**config.mk**
```make
export PLATFORM = sky130hd
export DESIGN_NAME = serial_add_ctrl_flat
export DESIGN_NICKNAME = d
export VERILOG_FILES = /design/src/rtl/serial_add_ctrl_if.sv /design/src/rtl/serial_add_ctrl.sv /design/src/flat_wrapper.sv
export SDC_FILE = /design/constraint.sdc
export NUM_CORES = 1
export LEC_CHECK = 0
export CORE_MARGIN = 1.5
export CORE_UTILIZATION = 63
export DETAILED_ROUTE_END_ITERATION = 8
export DONT_BUFFER_PORTS = 1
export HOLD_SLACK_MARGIN = 0.02
export MAX_ROUTING_LAYER = met4
export PLACE_DENSITY_LB_ADDON = 0.08
export SYNTH_ARGS = -nofsm -noshare
export SYNTH_HDL_FRONTEND = slang
export SYNTH_SLANG_ARGS = --single-unit
```
**constraint.sdc**
```tcl
create_clock -name clk -period 5.5 [get_ports clk]
set_clock_uncertainty 0.2 [all_clocks]
set_input_delay 1.1 -clock clk [delete_from_list [all_inputs] [get_ports clk]]
set_output_delay 1.1 -clock clk [all_outputs]
set_load 0.05 [all_outputs]
```
**src/rtl/serial_add_ctrl_if.sv**
```systemverilog
// Handshake and operand/result bundle for serial_add_ctrl.
// Optional macro SERIAL_ADD_SUB_EN adds the 'sub' request bit.
interface serial_add_ctrl_if #(
    parameter int WIDTH = 32
);
    logic             start;
    logic [WIDTH-1:0] a;
    logic [WIDTH-1:0] b;
    logic             cin;
`ifdef SERIAL_ADD_SUB_EN
    logic             sub;
`endif
    logic             ready;
    logic             busy;
    logic             done;
    logic [WIDTH-1:0] sum;
    logic             cout;
    logic             ovf;

`ifdef SERIAL_ADD_SUB_EN
    modport master (
        output start, a, b, cin, sub,
        input  ready, busy, done, sum, cout, ovf
    );
    modport slave (
        input  start, a, b, cin, sub,
        output ready, busy, done, sum, cout, ovf
    );
`else
    modport master (
        output start, a, b, cin,
        input  ready, busy, done, sum, cout, ovf
    );
    modport slave (
        input  start, a, b, cin,
        output ready, busy, done, sum, cout, ovf
    );
`endif
endinterface

```
**src/rtl/serial_add_ctrl.sv**
```systemverilog
// Bit-serial adder: one full-adder slice reused WIDTH times, LSB first,
// behind a start/done handshake. Result registers change only when an
// operation completes. Optional macro SERIAL_ADD_SUB_EN enables a-b via
// the 'sub' request bit (invert B, force carry-in to 1).
module serial_add_ctrl #(
    parameter int WIDTH = 32
) (
    input  logic            clk,
    input  logic            reset,
    serial_add_ctrl_if.slave bus
);
    localparam int CW = (WIDTH > 2) ? $clog2(WIDTH) : 1;

    typedef enum logic [1:0] {
        IDLE = 2'd0,
        RUN  = 2'd1,
        DONE = 2'd2
    } state_t;

    state_t           state;
    state_t           state_nxt;
    logic             accept;
    logic             last;

    logic [WIDTH-1:0] sh_a;
    logic [WIDTH-1:0] sh_b;
    logic [WIDTH-1:0] psum;
    logic             carry;
    logic [CW-1:0]    cnt;

    logic [WIDTH-1:0] sum_q;
    logic             cout_q;
    logic             ovf_q;

    logic             slice_s;
    logic             slice_c;
    logic             msb_cin;
    logic [WIDTH-1:0] psum_nxt;
    logic [WIDTH-1:0] b_in;
    logic             c_in;

    // Operand B and carry seed as latched on an accepted start.
`ifdef SERIAL_ADD_SUB_EN
    assign b_in = bus.sub ? ~bus.b : bus.b;
    assign c_in = bus.sub ? 1'b1 : bus.cin;
`else
    assign b_in = bus.b;
    assign c_in = bus.cin;
`endif

    // The single full-adder slice and the partial sum it completes.
    assign slice_s  = sh_a[0] ^ sh_b[0] ^ carry;
    assign slice_c  = (sh_a[0] & sh_b[0]) | (sh_a[0] & carry) | (sh_b[0] & carry);
    assign msb_cin  = carry;
    assign psum_nxt = {slice_s, psum[WIDTH-1:1]};

    // Status decodes straight from the state register: no input-to-output path.
    assign bus.ready = (state == IDLE) || (state == DONE);
    assign bus.busy  = (state == RUN);
    assign bus.done  = (state == DONE);
    assign bus.sum   = sum_q;
    assign bus.cout  = cout_q;
    assign bus.ovf   = ovf_q;

    // State register.
    always_ff @(posedge clk or posedge reset) begin
        if (reset) begin
            state <= IDLE;
        end else begin
            state <= state_nxt;
        end
    end

    // Next-state logic; start is honoured in IDLE and DONE, ignored in RUN.
    always_comb begin
        state_nxt = state;
        accept    = 1'b0;
        last      = 1'b0;
        case (state)
            IDLE: begin
                if (bus.start) begin
                    accept    = 1'b1;
                    state_nxt = RUN;
                end
            end
            RUN: begin
                if (cnt == CW'(WIDTH - 1)) begin
                    last      = 1'b1;
                    state_nxt = DONE;
                end
            end
            DONE: begin
                if (bus.start) begin
                    accept    = 1'b1;
                    state_nxt = RUN;
                end else begin
                    state_nxt = IDLE;
                end
            end
            default: state_nxt = IDLE;
        endcase
    end

    // Shift registers, carry, counter and result capture.
    always_ff @(posedge clk or posedge reset) begin
        if (reset) begin
            sh_a   <= '0;
            sh_b   <= '0;
            psum   <= '0;
            carry  <= 1'b0;
            cnt    <= '0;
            sum_q  <= '0;
            cout_q <= 1'b0;
            ovf_q  <= 1'b0;
        end else if (accept) begin
            sh_a  <= bus.a;
            sh_b  <= b_in;
            carry <= c_in;
            cnt   <= '0;
        end else if (state == RUN) begin
            sh_a  <= {1'b0, sh_a[WIDTH-1:1]};
            sh_b  <= {1'b0, sh_b[WIDTH-1:1]};
            psum  <= psum_nxt;
            carry <= slice_c;
            cnt   <= cnt + CW'(1);
            if (last) begin
                sum_q  <= psum_nxt;
                cout_q <= slice_c;
                ovf_q  <= msb_cin ^ slice_c;
            end
        end
    end
endmodule

```
**src/flat_wrapper.sv**
```systemverilog
// flat-port wrapper written by rule: the top's interface ports become plain ports
module serial_add_ctrl_flat 
#(
    parameter int WIDTH = 32
)
  (clk, reset, bus_start, bus_a, bus_b, bus_cin, bus_ready, bus_busy, bus_done, bus_sum, bus_cout, bus_ovf);
  serial_add_ctrl_if #(.WIDTH(WIDTH)) bus_i ();
  input  logic clk;
  input  logic reset;
  input wire logic [$bits(bus_i.start)-1:0] bus_start;
  input wire logic [$bits(bus_i.a)-1:0] bus_a;
  input wire logic [$bits(bus_i.b)-1:0] bus_b;
  input wire logic [$bits(bus_i.cin)-1:0] bus_cin;
  output wire logic [$bits(bus_i.ready)-1:0] bus_ready;
  output wire logic [$bits(bus_i.busy)-1:0] bus_busy;
  output wire logic [$bits(bus_i.done)-1:0] bus_done;
  output wire logic [$bits(bus_i.sum)-1:0] bus_sum;
  output wire logic [$bits(bus_i.cout)-1:0] bus_cout;
  output wire logic [$bits(bus_i.ovf)-1:0] bus_ovf;
  assign bus_i.start = bus_start;
  assign bus_i.a = bus_a;
  assign bus_i.b = bus_b;
  assign bus_i.cin = bus_cin;
  assign bus_ready = bus_i.ready;
  assign bus_busy = bus_i.busy;
  assign bus_done = bus_i.done;
  assign bus_sum = bus_i.sum;
  assign bus_cout = bus_i.cout;
  assign bus_ovf = bus_i.ovf;
  serial_add_ctrl #(.WIDTH(WIDTH)) u_core (.clk(clk), .reset(reset), .bus(bus_i));
endmodule
```
# == Word level (Yosys, flattened, before mapping) ==
# Cells that the tools add are included.
# totals
register_bits,138
input_bits,68
output_inout_bits,37
elab_cells,47
# op_classes
addsub,1
eq_ne,5
muxes,16
bitwise_logic,9
n_reduce_logical,7
# op_table
cell,n
$mux 32,4
$mux 5,2
$mux 1,7
$pmux 2 s3,1
$add 5x1->5 const B,1
$eq 5x5->1 const B,1
$mux 2,2
$reduce_and 2->1,2
$and 1x1->1,3
$reduce_and 3->1,1
$xor 1x1->1,3
$eq 2x1->1 const B,1
$eq 2x2->1 const B,1
$logic_not 2->1,1
$ne 2x1->1 const B,1
$ne 2x2->1 const B,1
$or 1x1->1,2
$reduce_bool 2->1,1
$reduce_or 2->1,1
$logic_or 1x1->1,1
$not 1->1,1

# == Depth between registers and ports, before layout ==
# Gate-level depths: netlist (run 1).
# logic_depth
ltp_word,5
ltp_mapped,8
depth_no_buf,6

# == Worst setup path after synthesis (run 1) ==
# No wires, ideal clock.
# synth_path
path_kind,flip-flop to output port
startpoint,register u_core.state[0]
endpoint,output bus_done
arrival_time_ns,1.109
required_ns,4.200
slack_ns,3.091
path_stages_with_launch,2
n_path_buf,0
path_cell_list,dfrtp_1 -> nor2b_1
# synth_between
elab_chain_cells,1
# synth_rtl
item,line,source
start: declaration,serial_add_ctrl.sv:20,state_t state;
start signal: assignment,serial_add_ctrl.sv:70,state <= state_nxt;
$eq 2x2->1,serial_add_ctrl.sv:60,assign bus.done = (state == DONE);
end: declaration,flat_wrapper.sv:16,output wire logic [$bits(bus_i.done)-1:0] bus_done;
# Every way passes these cells.

# == Final worst setup path (run 1) ==
# layout_path
startpoint,register u_core.state[0]
endpoint,output bus_busy
# layout_between
elab_chain_cells,1
# layout_rtl
item,line,source
$eq 2x1->1,serial_add_ctrl.sv:59,assign bus.busy = (state == RUN);
end: declaration,flat_wrapper.sv:15,output wire logic [$bits(bus_i.busy)-1:0] bus_busy;
# Every way passes these cells.

==> results of run 1 <==
[cell usage after synthesis]
library cell  number
nand2b_1           2
nand2_1          158
clkbuf_1          11
dfrtp_1          137
buf_2             20
inv_1              2
nor2_1             1
mux2_4            27
ha_1               2
a22oi_1           63
a21o_1             1
buf_1              1
nor2b_1            2
and3_1             1
inv_4              1
o21ai_1            3
nand3b_1           1
xnor2_1            1
buf_4              3
fa_1               1
mux2_1             6
nand4_1            1
inv_2              1
mux2i_1            2
nor3b_1            1
buf_6              4
a22o_1             4
nand3_1           64
[registers in the layout, indices dropped and copies added, names as in the netlist]
| name | count |
|---|---|
| u_core.bus.ovf | 1 |
| u_core.psum | 31 |
| u_core.bus.cout | 1 |
| u_core.cnt | 5 |
| u_core.sh_b | 32 |
| u_core.sh_a | 32 |
| u_core.bus.sum | 32 |
| u_core.carry | 1 |
| u_core.state | 2 |
[stage by stage]
step                      power, mW  util (%)  instances
after floorplan               2.762         -        521
after global placement        2.897     64.91        595
after detailed placement      2.966     64.91        595
after CTS                     4.200     72.17        626
after global routing          4.433     72.17        626
final                         4.163     72.17        626
[layer usage]
layer | vias to the layer above | track usage [%] | share of wire (%) | wire (um)
li1 | 1763 | - | - | -
met1 | 1889 | 33.82 | 43 | 4743
met2 | 120 | 37.40 | 48 | 5324
met3 | 24 | 8.518 | 6.9 | 765
met4 | 0 | 8.992 | 2.0 | 216
met5 | - | - | 0 | 0
[where the power goes]
part           internal, mW  switching (mW)  total (mW)
combinational         0.411           0.596        1.01
clock                 0.785           0.432        1.22
sequential             1.41           0.527        1.94
[worst min-delay path: stages, from the launching register on]
cell,delay [ns]
dfrtp_1,0.36
nand2_1,0.06
nand2_1,0.05
[layout by cell type, fill, tap and decap left out]
master	count
nand4_1	1
inv_8	1
clkbuf_8	1
nand2b_4	1
a21o_1	1
xnor2_1	1
and3_1	1
mux2i_1	2
nor2_1	1
nor2b_1	1
bufinv_16	5
mux2_4	27
o21ai_1	3
mux2_1	6
inv_4	1
inv_1	1
ha_1	2
inv_6	2
dfrtp_1	137
nor2b_4	1
clkinv_4	4
nor3b_1	1
nand3_1	64
clkinvlp_4	1
fa_1	1
nand2b_2	1
nand2_1	158
inv_2	1
clkinv_2	2
clkbuf_16	16
nand3b_1	1
a22o_1	4
a22oi_1	63
buf_4	5
[logic make-up after synthesis]
logic type | after synthesis | share of synthesized area, %
AOI/OAI and AO/OA | 71 | 9.298
muxes | 35 | 8.640
buffers and inverters | 43 | 4.035
and+or+nand+nor | 231 | 17.00
adders and majority gates | 3 | 0.7894
DFF | 137 | 60.09
xor gates and xnor gates | 1 | 0.1535
[worst max-delay path by stage]
stage / startpoint / end / slack, ns / cells after the start
after detailed placement: u_core.state[0] / bus_busy / 2.17 / 2
after global placement: u_core.state[0] / bus_busy / 2.25 / 2
after global routing: u_core.state[0] / bus_busy / 1.43 / 2
final: u_core.state[0] / bus_busy / 1.64 / 2
after floorplan: reset / u_core.bus.cout / 0.53 / 1
after CTS: u_core.state[0] / bus_busy / 1.62 / 2
[cell type report]
class | instances | area [um2]
Tap cell | 108 | 135.1
Inverter | 4 | 22.52
Clock buffer | 17 | 414.1
Multi-Input combinational cell | 341 | 2064
Timing Repair Buffer | 5 | 37.54
Fill cell | 644 | 2439
Clock inverter | 14 | 222.7
Sequential cell | 137 | 3428
==> qor.yml, run 1 <==
slew_headroom_pct: 27.21
ys_types: 28
htreeDepth: 4
grt_overflow: 0
cp-start-kind: "flop"
drc_errors: 0
grt_max_degree: 101
cts_root_buf: "clkbuf_8"
critPathArrivalTime_ns: 2.56
placed_area_um2: 5688
r2r_end: "u_core.sh_a[10]"
drive_above_1_share_pct: 13.32
cts_tree: "yes"
fin_crit_sh_pct: 70.12
r2r_start: "u_core.state[0]"
cts_buffer_depth: 2
cp.buffers_inverters: 1
antenna_found_initial: 0
synth_area_per_cell_um2: 10.95
synth_warnings: 0
hp-start: "u_core.psum[25]"
track_usage_pct: 25.58
post_drt_wl_per_cell_um: 17.65
fmax_mhz: 259.3
hold_slack_ns: 0.2910
dieHeight_um: 98.17
max-cap-violations: 0
setup_viol: 0
min_to: "u_core.psum[24]"
slew_viol_final: 0
fin_crit_ns: 3.857
io_buffers: 0
cp.required_ns: 4.20
setup_slack_ns: 1.643
clock_latency_ns: 0.51
p_leak_nw: 3.221
die_w_um: 98.17
p_per_area_nw_per_um2: 658.2
core-area_um2: 8763
ant_nets: 0
tightestPinTransition_ns: 1.092
layout.nets: 577
reg2regPathDepth: 5
drtIter0Drc: 216
first_pass_iters: 4
die_area_um2: 9636
crit_type: "flop to primary output"
cts_buffers: 17
slowest_stage: "inv_4"
cts.clk_slew.worst_paths_ns: 0.06
crit_family: "buffers and inverters"
synth_seq_area_share_pct: 60.09
cts_hold_buf: 0
synth_largest_area_cell: "dfrtp_1"
clock_sinks: 137
outcome: "complete, no violations"
gp_congestion: 0.7801
synth_nets: 592
num_io_pins: 105
pre_cts_ws_ns: 2.173
design_area_um2: 6325
ir_drop_mv: 0.3089
synthToLayoutAreaGrowth_pct: 10.86
synth_top_area_share_pct: 60.09
hold_viol: 0
wl_um: 11050
cp_max_fo: 100
hold_class: "flop to flop"
post-dp-hpwl_um: 6438
cts_resized: 0
rsz0062_at_grt: "false"
rows: 34
start_util_pct: 65.11
ys_ff_latch: 137
grt_pass1_vias: 3877
crit_chain: "nand2b_4, inv_4"
synth_cells: 521
avgViaCountPerCell: 6.064
cpPeakStageDelay_ns: 0.86
fin_setup_tns_ns: 0
regToRegSetupSlack_ns: 2.45
cp-end-kind: "primary output"
synth_area_leaders: "dfrtp_1 60%, nand2_1 10%, a22oi_1 8.3%"
syn_area_um2: 5705
routed-via-count: 3796
grt_pass1_wl_um: 19030
antenna_cells: 0
min_path_cells: 2
cts_setup_buffers: 0
(Power assumes the default switching activity.)
==> inputs of run 2 (changes only) <==
--- a/config.mk
+++ b/config.mk
@@ -5,8 +5,9 @@
 export SDC_FILE = /design/constraint.sdc
 export NUM_CORES = 1
 export LEC_CHECK = 0
+export ABC_AREA = 1
 export CORE_MARGIN = 1.5
-export CORE_UTILIZATION = 63
+export CORE_UTILIZATION = 57
 export DETAILED_ROUTE_END_ITERATION = 8
 export DONT_BUFFER_PORTS = 1
 export HOLD_SLACK_MARGIN = 0.02
==> constraint.sdc (replaced) <==
create_clock -name clk -period 3.5 [get_ports clk]
set_clock_uncertainty 0.2 [all_clocks]
set_input_delay 0.7 -clock clk [delete_from_list [all_inputs] [get_ports clk]]
set_output_delay 0.7 -clock clk [all_outputs]
set_load 0.05 [all_outputs]
==> run 2 against run 1 <==
First-iteration DRC count decreased by 1.4%; hold slack got worse by 0.28 ns; synthesized area decreased by 2.3%; clock power increased by 63%; sequential cell count unchanged; non-clock buffer count increased by 4; synthesized cell count increased by 21%; combinational power increased by 62%; sequential share of layout area increased by 0.40 points; power increased by 63%; register-to-register slack got worse by 1.3 ns; critical path depth decreased by 1; critical path type unchanged; largest power group unchanged.
==> qor.yml, run 2 <==
ir_drop_mv: 0.5529
hold_class: "primary input to asynchronous set/reset pin"
post_drt_wl_per_cell_um: 13.87
regArea_um2: 3428
p_sw_mw: 2.605
avgViaCountPerCell: 5.183
synth_top_family_by_area: "simple AND/OR/NAND/NOR gates"
cpPeakStageDelay_ns: 0.76
rsz0062_at_grt: "false"
cp.required_ns: 2.60
drtIter0Drc: 213
crit_chain: "nor2_1"
ys_types: 18
fin_crit_sh_pct: 73.91
p_leak_nw: 3.048
synth_commonest_cells: "279 x nand2_1, 137 x dfrtp_1, 65 x nand3_1"
synth_most_common_cell: "nand2_1"
placed_area_um2: 5615
multi_input_area_um2: 1795
p_per_area_nw_per_um2: 1079
cts_setup_buffers: 0
critPathArrivalTime_ns: 1.69
crit_family: "simple AND/OR/NAND/NOR gates"
synthFlopType: "dfrtp_1"
cp-end-kind: "primary output"
rows: 35
synth-compound-area-share_pct: 5.926
fin_setup_tns_ns: 0
cts_buffer_depth: 2
cts_hold_buf: 0
synth-simple-area-share_pct: 25.23
synth_cells: 632
grt_max_degree: 138
synthToLayoutAreaGrowth_pct: 12.64
slew_headroom_pct: 35.32
fmax_mhz: 386.6
tightestPinTransition_ns: 0.9666
cts.clk_slew.worst_paths_ns: 0.06
synth_nets: 703
cp.buffers_inverters: 0
track_usage_pct: 23.21
die_w_um: 101.9
synth_area_leaders: "dfrtp_1 62%, nand2_1 19%, nand3_1 5.8%"
p_int_mw: 4.172
final_cell_mix: "277 x nand2_1, 137 x dfrtp_1, 65 x nand3_1"
clock_latency_ns: 0.53
outcome: "complete, no violations"
htreeDepth: 4
setup_slack_ns: 0.9133
grt_pass1_wl_um: 17750
antenna_found_initial: 0
dieHeight_um: 101.9
setup_viol: 0
p_comb_share_pct: 24.2
synthAdderAreaFrac_pct: 0.8081
final_common_cell: "nand2_1"
seq_power_share_pct: 46.4
fin_crit_ns: 2.587
grt_pass1_vias: 3916
pre_cts_ws_ns: 1.163
core-area_um2: 9371
synth_area_per_cell_um2: 8.820
post-dp-hpwl_um: 6634
antenna_cells: 0
io_buffers: 0
cts_root_buf: "clkbuf_8"
synth-xor-area-share_pct: 0.1571
cp-start-kind: "flop"
synth-edff-count: 0
cts_resized: 0
fillCellCount: 784
first_pass_iters: 4
synth_top_area_share_pct: 61.50
cp_max_fo: 3
ys_ff_latch: 137
synth.area.mux_share_pct: 0
synth_warnings: 0
synth_async_sr_flop_share_pct: 100.0
synth_seq_area_share_pct: 61.50
pwr-share-clk_pct: 29.4
hold_viol: 0
grt_overflow: 0
synth_largest_area_cell: "dfrtp_1"
max-cap-violations: 0
slowest_stage: "nor2_1"
slew_viol_final: 0
num_io_pins: 105
drive_above_1_share_pct: 7.535
die_area_um2: 10380
cts_buffers: 17
routed-via-count: 3970
start_util_pct: 59.48
ant_nets: 0
wl_um: 10620
design_area_um2: 6279
drc_errors: 0
gp_congestion: 0.7637
clock_sinks: 137
swShare_pct: 38.44
syn_area_um2: 5574
cts_tree: "yes"
crit_type: "flop to primary output"
layout.nets: 696
[run 2: cell count changes in the layout (fill, tap and decap cells not counted), moves of 4 or more]
cell | before | now
mux2_4 | 27 | 0
nand2_2 | 0 | 4
a22o_1 | 4 | 0
o21ai_1 | 3 | 13
o21ai_0 | 0 | 52
mux2_1 | 6 | 0
inv_1 | 1 | 35
nand2_1 | 158 | 277
a22oi_1 | 63 | 0
[run 2: final cells by class]
| cell class | instances | area share [%] |
|---|---|---|
| sequential | 137 | 54.60 |
| multi-input combinational | 421 | 28.60 |
| inverter | 39 | 2.391 |
| clock inverter | 12 | 3.527 |
| tap | 129 | 2.571 |
| clock buffer | 19 | 7.035 |
| timing repair buffer | 9 | 1.275 |
[run 2: per-stage QoR]
stage | power [mW] | std cells | utilization [%] | hold slack, ns
CTS | 6.850 | 766 | 67.00 | 0.06625
global placement | 4.725 | 735 | 59.92 | 0.2572
finish | 6.777 | 766 | 67.00 | 0.01095
floorplan | 4.475 | 632 | - | 0.2422
global route | 7.268 | 766 | 67.00 | 0.07339
detailed placement | 4.829 | 735 | 59.92 | 0.2595
[run 2: kinds of logic (layout without fill, tap and decap cells)]
logic type / after synthesis / after routing
fa+ha+maj: 3 / 3
xor+xnor: 1 / 1
buf+inv: 74 / 79
flops: 137 / 137
simple gates: 351 / 351
compound gates: 66 / 66
[run 2: worst paths after layout]
check | from | to | slack (ns) | depth (start not counted)
min in group clk | bus_a[31] | u_core.sh_a[31] | 0.09 | 2
setup / recovery | u_core.state[0] | bus_done | 0.91 | 1
setup reg to reg | u_core.state[0] | u_core.sh_a[22] | 1.17 | 7
hold / removal | reset | u_core.bus.sum[24] | 0.01 | 2
max in group asynchronous | reset | u_core.sh_a[4] | 2.51 | 2
hold reg to reg | u_core.psum[1] | u_core.bus.sum[0] | 0.27 | 2
[run 2: metal layers]
metal / GRT usage [%] / part of all wire (%) / vias up
li1: - / - / 1963
met1: 27.39 / 44 / 1896
met2: 35.85 / 47 / 94
met3: 8.276 / 7.3 / 17
met4: 10.75 / 1.8 / 0
met5: - / 0 / -
[run 2: power by group through the flow]
stage | Sequential (mW) | Clock (mW) | Combinational [mW]
2_1_floorplan | 3.05 | 0 | 1.42
3_3_place_gp | 3.14 | 0 | 1.59
3_5_place_dp | 3.16 | 0 | 1.67
4_1_cts | 3.15 | 2.02 | 1.68
5_1_grt | 3.24 | 2.09 | 1.94
6_report | 3.15 | 1.99 | 1.64
